**src/rtl/strela_csr_ctrl.sv**
```systemverilog
// CGRA control/status registers: per-node DMA descriptors, load/execute sequencer, sticky status, saturating counters.
// Optional interrupt output and IRQ_EN register at 0x10 when STRELA_CSR_IRQ_EN is defined.
package strela_csr_pkg;
    typedef struct packed {
        logic [31:0] addr;
        logic        write;
        logic [31:0] wdata;
        logic [3:0]  wstrb;
        logic        valid;
    } reg_req_t;

    typedef struct packed {
        logic [31:0] rdata;
        logic        error;
        logic        ready;
    } reg_rsp_t;
endpackage

module strela_csr_ctrl #(
    parameter type reg_req_t        = strela_csr_pkg::reg_req_t,
    parameter type reg_rsp_t        = strela_csr_pkg::reg_rsp_t,
    parameter int  INPUT_NODES_NUM  = 4,
    parameter int  OUTPUT_NODES_NUM = 4,
    parameter int  CNT_WIDTH        = 32
) (
    input  logic                               clk_i,
    input  logic                               rst_i,
    input  reg_req_t                           reg_req_i,
    output reg_rsp_t                           reg_rsp_o,
    output logic [INPUT_NODES_NUM-1:0][31:0]   data_input_addr_o,
    output logic [INPUT_NODES_NUM-1:0][15:0]   data_input_size_o,
    output logic [INPUT_NODES_NUM-1:0][15:0]   data_input_stride_o,
    output logic [OUTPUT_NODES_NUM-1:0][31:0]  data_output_addr_o,
    output logic [OUTPUT_NODES_NUM-1:0][15:0]  data_output_size_o,
    output logic [31:0]                        data_config_addr_o,
    output logic [15:0]                        data_config_size_o,
    output logic                               load_configuration_o,
    output logic                               start_execution_o,
    output logic                               clear_cgra_o,
    input  logic                               done_config_i,
    input  logic                               done_exec_output_i,
    input  logic                               stall_i,
`ifdef STRELA_CSR_IRQ_EN
    output logic                               irq_o,
`endif
    output logic                               busy_o
);
    typedef enum logic [1:0] {S_IDLE = 2'd0, S_CONFIG = 2'd1, S_EXEC = 2'd2} state_t;

    state_t                            r_state;
    logic [2:0]                        r_status;
    logic                              r_load_p, r_start_p, r_clear_p;
    logic [CNT_WIDTH-1:0]              r_cnt_load, r_cnt_exec, r_cnt_stall;
    logic [INPUT_NODES_NUM-1:0][31:0]  r_in_addr;
    logic [INPUT_NODES_NUM-1:0][15:0]  r_in_size, r_in_stride;
    logic [OUTPUT_NODES_NUM-1:0][31:0] r_out_addr;
    logic [OUTPUT_NODES_NUM-1:0][15:0] r_out_size;
    logic [31:0]                       r_cfg_addr;
    logic [15:0]                       r_cfg_size;
`ifdef STRELA_CSR_IRQ_EN
    logic [2:0]                        r_irq_en;
    logic [2:0]                        w_irq_en_nxt;
    logic                              r_irq;
`endif

    logic [7:0]  w_off;
    logic [2:0]  w_idx;
    logic        w_aligned, w_wr, w_mapped, w_is_desc, w_desc_wr;
    logic [31:0] w_rdata;
    logic        w_ctrl_wr, w_stat_wr, w_load, w_start, w_clear, w_idle, w_drop;
    logic [2:0]  w_status_nxt;

    function automatic logic [31:0] f_be32(input logic [31:0] i_old, input logic [31:0] i_new,
                                           input logic [3:0] i_be);
        logic [31:0] v;
        for (int b = 0; b < 4; b++) v[8*b +: 8] = i_be[b] ? i_new[8*b +: 8] : i_old[8*b +: 8];
        return v;
    endfunction

    function automatic logic [15:0] f_be16(input logic [15:0] i_old, input logic [15:0] i_new,
                                           input logic [1:0] i_be);
        logic [15:0] v;
        for (int b = 0; b < 2; b++) v[8*b +: 8] = i_be[b] ? i_new[8*b +: 8] : i_old[8*b +: 8];
        return v;
    endfunction

    assign w_off     = reg_req_i.addr[7:0];
    assign w_idx     = w_off[5:3];
    assign w_aligned = (reg_req_i.addr[31:8] == 24'd0) && (reg_req_i.addr[1:0] == 2'd0);
    assign w_wr      = reg_req_i.valid & reg_req_i.write;
    assign w_idle    = (r_state == S_IDLE);

    always_comb begin
        w_rdata   = '0;
        w_mapped  = 1'b0;
        w_is_desc = 1'b0;
        if (w_aligned) begin
            case (w_off)
                8'h00: w_mapped = 1'b1;
                8'h04: begin w_mapped = 1'b1; w_rdata = {26'd0, r_state, 1'b0, r_status}; end
                8'h08: begin w_mapped = 1'b1; w_is_desc = 1'b1; w_rdata = r_cfg_addr; end
                8'h0C: begin w_mapped = 1'b1; w_is_desc = 1'b1; w_rdata = {16'd0, r_cfg_size}; end
`ifdef STRELA_CSR_IRQ_EN
                8'h10: begin w_mapped = 1'b1; w_rdata = {29'd0, r_irq_en}; end
`endif
                8'hC0: begin w_mapped = 1'b1; w_rdata = 32'(r_cnt_load); end
                8'hC4: begin w_mapped = 1'b1; w_rdata = 32'(r_cnt_exec); end
                8'hC8: begin w_mapped = 1'b1; w_rdata = 32'(r_cnt_stall); end
                default: begin
                    // Node slots beyond the configured count never match and stay unmapped.
                    for (int i = 0; i < INPUT_NODES_NUM; i++) begin
                        if (w_off[7:6] == 2'b01 && w_idx == i[2:0]) begin
                            w_mapped  = 1'b1;
                            w_is_desc = 1'b1;
                            w_rdata   = w_off[2] ? {r_in_stride[i], r_in_size[i]} : r_in_addr[i];
                        end
                    end
                    for (int j = 0; j < OUTPUT_NODES_NUM; j++) begin
                        if (w_off[7:6] == 2'b10 && w_idx == j[2:0]) begin
                            w_mapped  = 1'b1;
                            w_is_desc = 1'b1;
                            w_rdata   = w_off[2] ? {16'd0, r_out_size[j]} : r_out_addr[j];
                        end
                    end
                end
            endcase
        end
    end

    always_comb begin
        reg_rsp_o       = '0;
        reg_rsp_o.rdata = w_rdata;
        reg_rsp_o.error = reg_req_i.valid & (~w_mapped | (reg_req_i.write & w_is_desc & ~w_idle));
        reg_rsp_o.ready = 1'b1;
    end

    assign w_desc_wr = w_wr & w_mapped & w_is_desc & w_idle;
    assign w_ctrl_wr = w_wr & w_aligned & (w_off == 8'h00);
    assign w_stat_wr = w_wr & w_aligned & (w_off == 8'h04);
    assign w_load    = w_ctrl_wr & reg_req_i.wdata[0];
    assign w_start   = w_ctrl_wr & reg_req_i.wdata[1];
    assign w_clear   = w_ctrl_wr & reg_req_i.wdata[2];
    assign w_drop    = (w_load | w_start) & (w_clear | ~w_idle | (w_load & w_start));

    // Sticky sets are applied after the W1C so a same-cycle set survives.
    always_comb begin
        w_status_nxt = r_status;
        if (w_stat_wr) w_status_nxt = r_status & ~reg_req_i.wdata[2:0];
        if (r_state == S_CONFIG && done_config_i) w_status_nxt[0] = 1'b1;
        if (r_state == S_EXEC && done_exec_output_i) w_status_nxt[1] = 1'b1;
        if (w_drop) w_status_nxt[2] = 1'b1;
    end

    always_ff @(posedge clk_i or posedge rst_i) begin
        if (rst_i) begin
            r_cfg_addr  <= '0;
            r_cfg_size  <= '0;
            r_in_addr   <= '0;
            r_in_size   <= '0;
            r_in_stride <= '0;
            r_out_addr  <= '0;
            r_out_size  <= '0;
        end else if (w_desc_wr) begin
            if (w_off == 8'h08) r_cfg_addr <= f_be32(r_cfg_addr, reg_req_i.wdata, reg_req_i.wstrb);
            if (w_off == 8'h0C) r_cfg_size <= f_be16(r_cfg_size, reg_req_i.wdata[15:0], reg_req_i.wstrb[1:0]);
            for (int i = 0; i < INPUT_NODES_NUM; i++) begin
                if (w_off[7:6] == 2'b01 && w_idx == i[2:0]) begin
                    if (w_off[2]) begin
                        r_in_size[i]   <= f_be16(r_in_size[i], reg_req_i.wdata[15:0], reg_req_i.wstrb[1:0]);
                        r_in_stride[i] <= f_be16(r_in_stride[i], reg_req_i.wdata[31:16], reg_req_i.wstrb[3:2]);
                    end else begin
                        r_in_addr[i] <= f_be32(r_in_addr[i], reg_req_i.wdata, reg_req_i.wstrb);
                    end
                end
            end
            for (int j = 0; j < OUTPUT_NODES_NUM; j++) begin
                if (w_off[7:6] == 2'b10 && w_idx == j[2:0]) begin
                    if (w_off[2]) r_out_size[j] <= f_be16(r_out_size[j], reg_req_i.wdata[15:0], reg_req_i.wstrb[1:0]);
                    else          r_out_addr[j] <= f_be32(r_out_addr[j], reg_req_i.wdata, reg_req_i.wstrb);
                end
            end
        end
    end

    always_ff @(posedge clk_i or posedge rst_i) begin
        if (rst_i) begin
            r_state     <= S_IDLE;
            r_status    <= '0;
            r_load_p    <= 1'b0;
            r_start_p   <= 1'b0;
            r_clear_p   <= 1'b0;
            r_cnt_load  <= '0;
            r_cnt_exec  <= '0;
            r_cnt_stall <= '0;
        end else begin
            r_load_p  <= 1'b0;
            r_start_p <= 1'b0;
            r_clear_p <= 1'b0;
            r_status  <= w_status_nxt;
            case (r_state)
                S_CONFIG: begin
                    if (r_cnt_load != '1) r_cnt_load <= r_cnt_load + CNT_WIDTH'(1);
                    if (done_config_i) r_state <= S_IDLE;
                end
                S_EXEC: begin
                    if (r_cnt_exec != '1) r_cnt_exec <= r_cnt_exec + CNT_WIDTH'(1);
                    if (stall_i && r_cnt_stall != '1) r_cnt_stall <= r_cnt_stall + CNT_WIDTH'(1);
                    if (done_exec_output_i) r_state <= S_IDLE;
                end
                default: ;
            endcase
            if (w_clear) begin
                r_clear_p <= 1'b1;
                r_state   <= S_IDLE;
            end else if (w_idle && w_load) begin
                r_load_p   <= 1'b1;
                r_state    <= S_CONFIG;
                r_cnt_load <= '0;
            end else if (w_idle && w_start) begin
                r_start_p   <= 1'b1;
                r_state     <= S_EXEC;
                r_cnt_exec  <= '0;
                r_cnt_stall <= '0;
            end
        end
    end

`ifdef STRELA_CSR_IRQ_EN
    assign w_irq_en_nxt = (w_wr && w_aligned && w_off == 8'h10) ? reg_req_i.wdata[2:0] : r_irq_en;

    // Built from next-state values so a W1C drops the interrupt on the following cycle.
    always_ff @(posedge clk_i or posedge rst_i) begin
        if (rst_i) begin
            r_irq_en <= '0;
            r_irq    <= 1'b0;
        end else begin
            r_irq_en <= w_irq_en_nxt;
            r_irq    <= |(w_status_nxt & w_irq_en_nxt);
        end
    end

    assign irq_o = r_irq;
`endif

    assign data_input_addr_o    = r_in_addr;
    assign data_input_size_o    = r_in_size;
    assign data_input_stride_o  = r_in_stride;
    assign data_output_addr_o   = r_out_addr;
    assign data_output_size_o   = r_out_size;
    assign data_config_addr_o   = r_cfg_addr;
    assign data_config_size_o   = r_cfg_size;
    assign load_configuration_o = r_load_p;
    assign start_execution_o    = r_start_p;
    assign clear_cgra_o         = r_clear_p;
    assign busy_o               = (r_state != S_IDLE);
endmodule

```
**config.mk**
```make
export PLATFORM = sky130hd
export DESIGN_NAME = strela_csr_ctrl
export DESIGN_NICKNAME = d
export VERILOG_FILES = /design/src/rtl/strela_csr_ctrl.sv
export SDC_FILE = /design/constraint.sdc
export NUM_CORES = 1
export LEC_CHECK = 0
export ABC_AREA = 0
export BUFFER_PORTS_ARGS = -buffer_cell sky130_fd_sc_hd__buf_2
export CORE_MARGIN = 8
export CORE_UTILIZATION = 50
export CTS_CLUSTER_DIAMETER = 40
export CTS_CLUSTER_SIZE = 14
export DETAILED_ROUTE_END_ITERATION = 10
export PLACE_DENSITY_LB_ADDON = 0.2
export SETUP_SLACK_MARGIN = 0.3
export SYNTH_ARGS = -nofsm -noshare
export SYNTH_HDL_FRONTEND = slang
export SYNTH_SLANG_ARGS = --single-unit
```
**constraint.sdc**
```tcl
create_clock -name clk_i -period 19.18 [get_ports clk_i]
set_clock_uncertainty 0.15 [all_clocks]
set_input_delay 0.959 -clock clk_i [delete_from_list [all_inputs] [get_ports clk_i]]
set_output_delay 0.959 -clock clk_i [all_outputs]
set_load 0.005 [all_outputs]
```
Yosys cells after proc, flatten, opt, wreduce, memory -nomap -nowiden
Cells that the tools add are included.
{"block": "totals", "ff_bits": 600, "inputBits": 75, "out_inout_bits": 534, "wordCells": 267}
{"block": "classes", "n_addsub": 3, "n_eq_ne": 18, "n_mux": 60, "bitwise_logic": 24, "n_reduce_logical": 90}
{"op": "$mux 32", "count": 31}
{"op": "$pmux 32 s7", "count": 1}
{"op": "$reduce_and 4->1", "count": 56}
{"op": "$add 32x1->32 const B", "count": 3}
{"op": "$ne 32x32->1 const B", "count": 3}
{"op": "$eq 8x8->1 const B", "count": 3}
{"op": "$logic_not 24->1", "count": 1}
{"op": "$reduce_and 3->1", "count": 7}
{"op": "$mux 1", "count": 20}
{"op": "$eq 8x4->1 const B", "count": 2}
{"op": "$and 1x1->1", "count": 15}
{"op": "$logic_and 1x1->1", "count": 14}
{"op": "$mux 2", "count": 5}
{"op": "$ne 5x3->1 const B", "count": 2}
{"op": "$eq 8x3->1 const B", "count": 1}
{"op": "$logic_not 8->1", "count": 1}
{"op": "$reduce_bool 2->1", "count": 4}
{"op": "$reduce_or 7->1", "count": 1}
{"op": "$eq 3x2->1 const B", "count": 2}
{"op": "$reduce_bool 5->1", "count": 1}
{"op": "$reduce_or 5->1", "count": 1}
{"op": "$eq 2x1->1 const B", "count": 2}
{"op": "$eq 2x2->1 const B", "count": 2}
{"op": "$logic_not 2->1", "count": 2}
{"op": "10 further kinds", "count": 15}

Depth between registers and ports, before layout
{"block": "logic_depth", "word_depth": 16, "ltp_mapped": 9, "mapped_depth_nobuf": 6}

Worst setup path after synthesis
OpenSTA, ideal clock, no wires.
{"block": "synth_path", "kind": "input -> output", "startpoint": "in reg_req_i[41] in the netlist's numbering", "endpoint": "out reg_rsp_o[16] in the netlist's numbering", "t_arrival_ps": 2769, "required_ps": 18071, "setup_slack_ps": 15302, "cell_stages": 7, "path_buffers": 2, "cell_sequence": "or3b_2 -> clkbuf_1 -> nor2_1 -> buf_2 -> mux2i_1 -> o31ai_1 -> a221oi_1"}
{"item": "start, declared", "line_no": "28", "text": "input reg_req_t reg_req_i,"}
{"item": "end, declared", "line_no": "29", "text": "output reg_rsp_t reg_rsp_o,"}

==> results.ini <==
[clock_network]
clkSlewWorstSetupHoldPaths_ns = 0.05
insertion_delay_ns = 0.64
cts_htree_levels = 3
ctsHoldBuffers = 0
cts_root_buf = clkbuf_16
cts_tree = yes
cts_setup_buffers = 0
cts_sinks = 600
cts-resized-gates = 0
cts.path.max_buffers = 3
numCtsBuffers = 97

[sta]
worst_pin_slew_ns = 1.27
finalSetupViolCount = 0
max_freq_ghz = 0.183
finalHoldViolations = 0
slew_headroom = 0.153
fin_crit_sh = 0.285
fin_crit_ns = 5.47
hold_slack_ns = 0.374
setup_slack_ns = 13.71
slew_viol_final = 0
rsz0062_at_grt = no
finalSetupTns_ns = 0

[routing]
vias_per_cell = 6.56
drt_wl_total_um = 126000
drt_iter0_drc = 3325
num_vias = 26300
dr.pass1.iters = 6
ant_nets = 0
drc = 0
post_drt_wl_per_cell_um = 31.4

[synthesis]
ys.warnings.count = 0
synth_edf_count = 0
synth_cell_type_count = 84
ys.flop_type = dfrtp_1
synth_nets = 2621
synth_area_sq_um = 30200
avgSynthCellArea_sq_um = 11.9
synth_top_area_frac = 0.497
ys_seq_elements = 600
synth_top_area_cell = dfrtp_1
syn_inst = 2543
synth.area.top_cells = dfrtp_1 50%, mux2_2 20%, mux2i_1 6.4%
synthArstFlopShare = 1.00
yosysSeqAreaShare = 0.497

[global_routing]
first_global_vias = 26500
grt_use_total = 0.359
gr-total-overflow = 0
grt_max_degree = 135
grt_pass1_wl_um = 183000
antenna_found_initial = 4

[critical_path]
cp_slowest_cell = buf_4
crit_fanout = 62
cp.arrival_ns = 4.36
path_cells = buf_8, buf_4, nand2_1, nor2_1, a221oi_1, a211oi_1, buf_2
crit_path_max_incr_delay_ns = 0.87
cp.required_ns = 18.07
path_delay_family = buffers and inverters
endpoint_kind = output port
path_class = primary input to output port
worstSetupStartpointType = primary input
path_buf_inv = 3

[place]
place_congestion = 1.05
hpwlAfterDp_um = 92100
port_buffers = 607
dp_slack_ns = 13.89

[final_layout]
mostFrequentLayoutCell = buf_2
final_net_count = 3219
final_cell_mix = 606 x buf_2, 600 x dfrtp_1, 533 x mux2_2, 192 x mux2i_1, 106 x a21oi_1
syn_to_final_growth_pct = 24.1
drive_above_1_share = 0.449

[floorplanning]
dieArea_sq_um = 68600
io_pins = 609
core_area_sq_um = 60000
initial_utilization = 0.504
num_rows = 90
die_height_um = 262
die_w_um = 262

[run]
cap_viol_max_count = 0

[power]
p_leak_uw = 0.0190
power_density_nw_per_um2 = 87.1
ir_drop_v = 0.0000677

[worst_hold_path]
hp-class = register to register

[status]
status = complete, no violations

[through the flow]
step / total power, uW / area [sq um] / cells / util
CTS: 3280 / 37500 / 4003 / 0.625
floorplan: 1360 / 30200 / 2543 / -
finish: 3270 / 37500 / 4004 / 0.625
global route: 3350 / 37500 / 4003 / 0.625
detailed placement: 1410 / 34000 / 3824 / 0.567
global placement: 1410 / 34000 / 3824 / 0.567
[path summary, 6_finish.rpt]
path | startpoint | end | slack [ns] | cells past startpoint
setup / recovery | reg_req_i[40] | reg_rsp_o[17] | 13.71 | 7
setup reg to reg | r_state[1] | data_output_size_o[17] | 15.08 | 5
max in group asynchronous | rst_i | data_output_addr_o[70] | 15.61 | 5
min in group asynchronous | rst_i | data_input_stride_o[50] | 0.38 | 2
hold / removal | data_output_addr_o[85] | data_output_addr_o[85] | 0.37 | 1
hold reg to reg | data_output_addr_o[85] | data_output_addr_o[85] | 0.37 | 1
[state kept, by name, indices dropped and copies added (netlist names)]
signal	cells
r_cnt_stall	32
r_state	2
data_output_size_o	64
data_config_size_o	16
data_input_stride_o	64
data_output_addr_o	128
start_execution_o	1
r_cnt_load	32
data_input_size_o	64
clear_cgra_o	1
load_configuration_o	1
r_status	3
data_input_addr_o	128
r_cnt_exec	32
data_config_addr_o	32
[metal layers]
layer  vias to the layer above  global-route usage  share of wire
met5                         -                   0        0.00043
met4                         8               0.179          0.058
met3                       390               0.122           0.12
met2                      1719               0.548           0.45
met1                     13300               0.454           0.38
li1                      10900                   -              -
[cell usage after synthesis (8+ instances only)]
| library cell | number |
|---|---|
| dfrtp_1 | 600 |
| nor2_2 | 27 |
| a21o_1 | 14 |
| xor2_1 | 13 |
| o31ai_1 | 28 |
| a311oi_1 | 12 |
| nor4_1 | 19 |
| nand2_1 | 98 |
| o211ai_1 | 13 |
| a31oi_1 | 9 |
| or3_1 | 42 |
| or4_1 | 21 |
| o22ai_1 | 40 |
| a211oi_1 | 18 |
| a2111oi_0 | 10 |
| a21oi_1 | 106 |
| a22oi_1 | 29 |
| nor2_1 | 71 |
| nand4_1 | 49 |
| mux2i_1 | 192 |
| and3_1 | 16 |
| xnor2_1 | 16 |
| and2_1 | 8 |
| o21ai_0 | 76 |
| nor3_2 | 15 |
| inv_1 | 28 |
| nor3_1 | 35 |
| and4_1 | 15 |
| buf_1 | 9 |
| mux2_2 | 533 |
| buf_2 | 48 |
| a221oi_1 | 24 |
| nand3_1 | 66 |
| clkbuf_1 | 95 |
[cells by family after synthesis]
group                      Yosys count  share of synthesized area
muxes                              726                      0.263
other                                1                   0.000124
and+or+nand+nor                    546                      0.104
xor gates and xnor gates            29                    0.00840
DFF                                600                      0.497
adders and majority gates            4                    0.00157
buffers and inverters              182                     0.0248
AOI/OAI and AO/OA                  455                      0.102
[power breakdown]
group	switching, uW	leakage (uW)	internal [uW]
sequential	0.00000170	0.00809	1270
combinational	94.4	0.00926	27.3
clock	681	0.00169	1200
total	776	0.0190	2490
[area by class of cell]
cell class | instances | area [sq um]
Fill cell | 4755 | 22500
Sequential cell | 600 | 15000
Multi-Input combinational cell | 1761 | 14500
Timing Repair Buffer | 653 | 3410
Clock buffer | 110 | 2550
Tap cell | 782 | 978
Clock inverter | 69 | 958
Inverter | 28 | 113
Antenna cell | 1 | 2.50
[worst reg2reg max path, delay by kind of cell, from the launching register on]
family / cells / cell delay, ns
multiplexers: 1 / 0.42
flip-flops: 1 / 0.56
AND/OR/NAND/NOR: 4 / 2.86
Power figures use the tool's default switching activity.
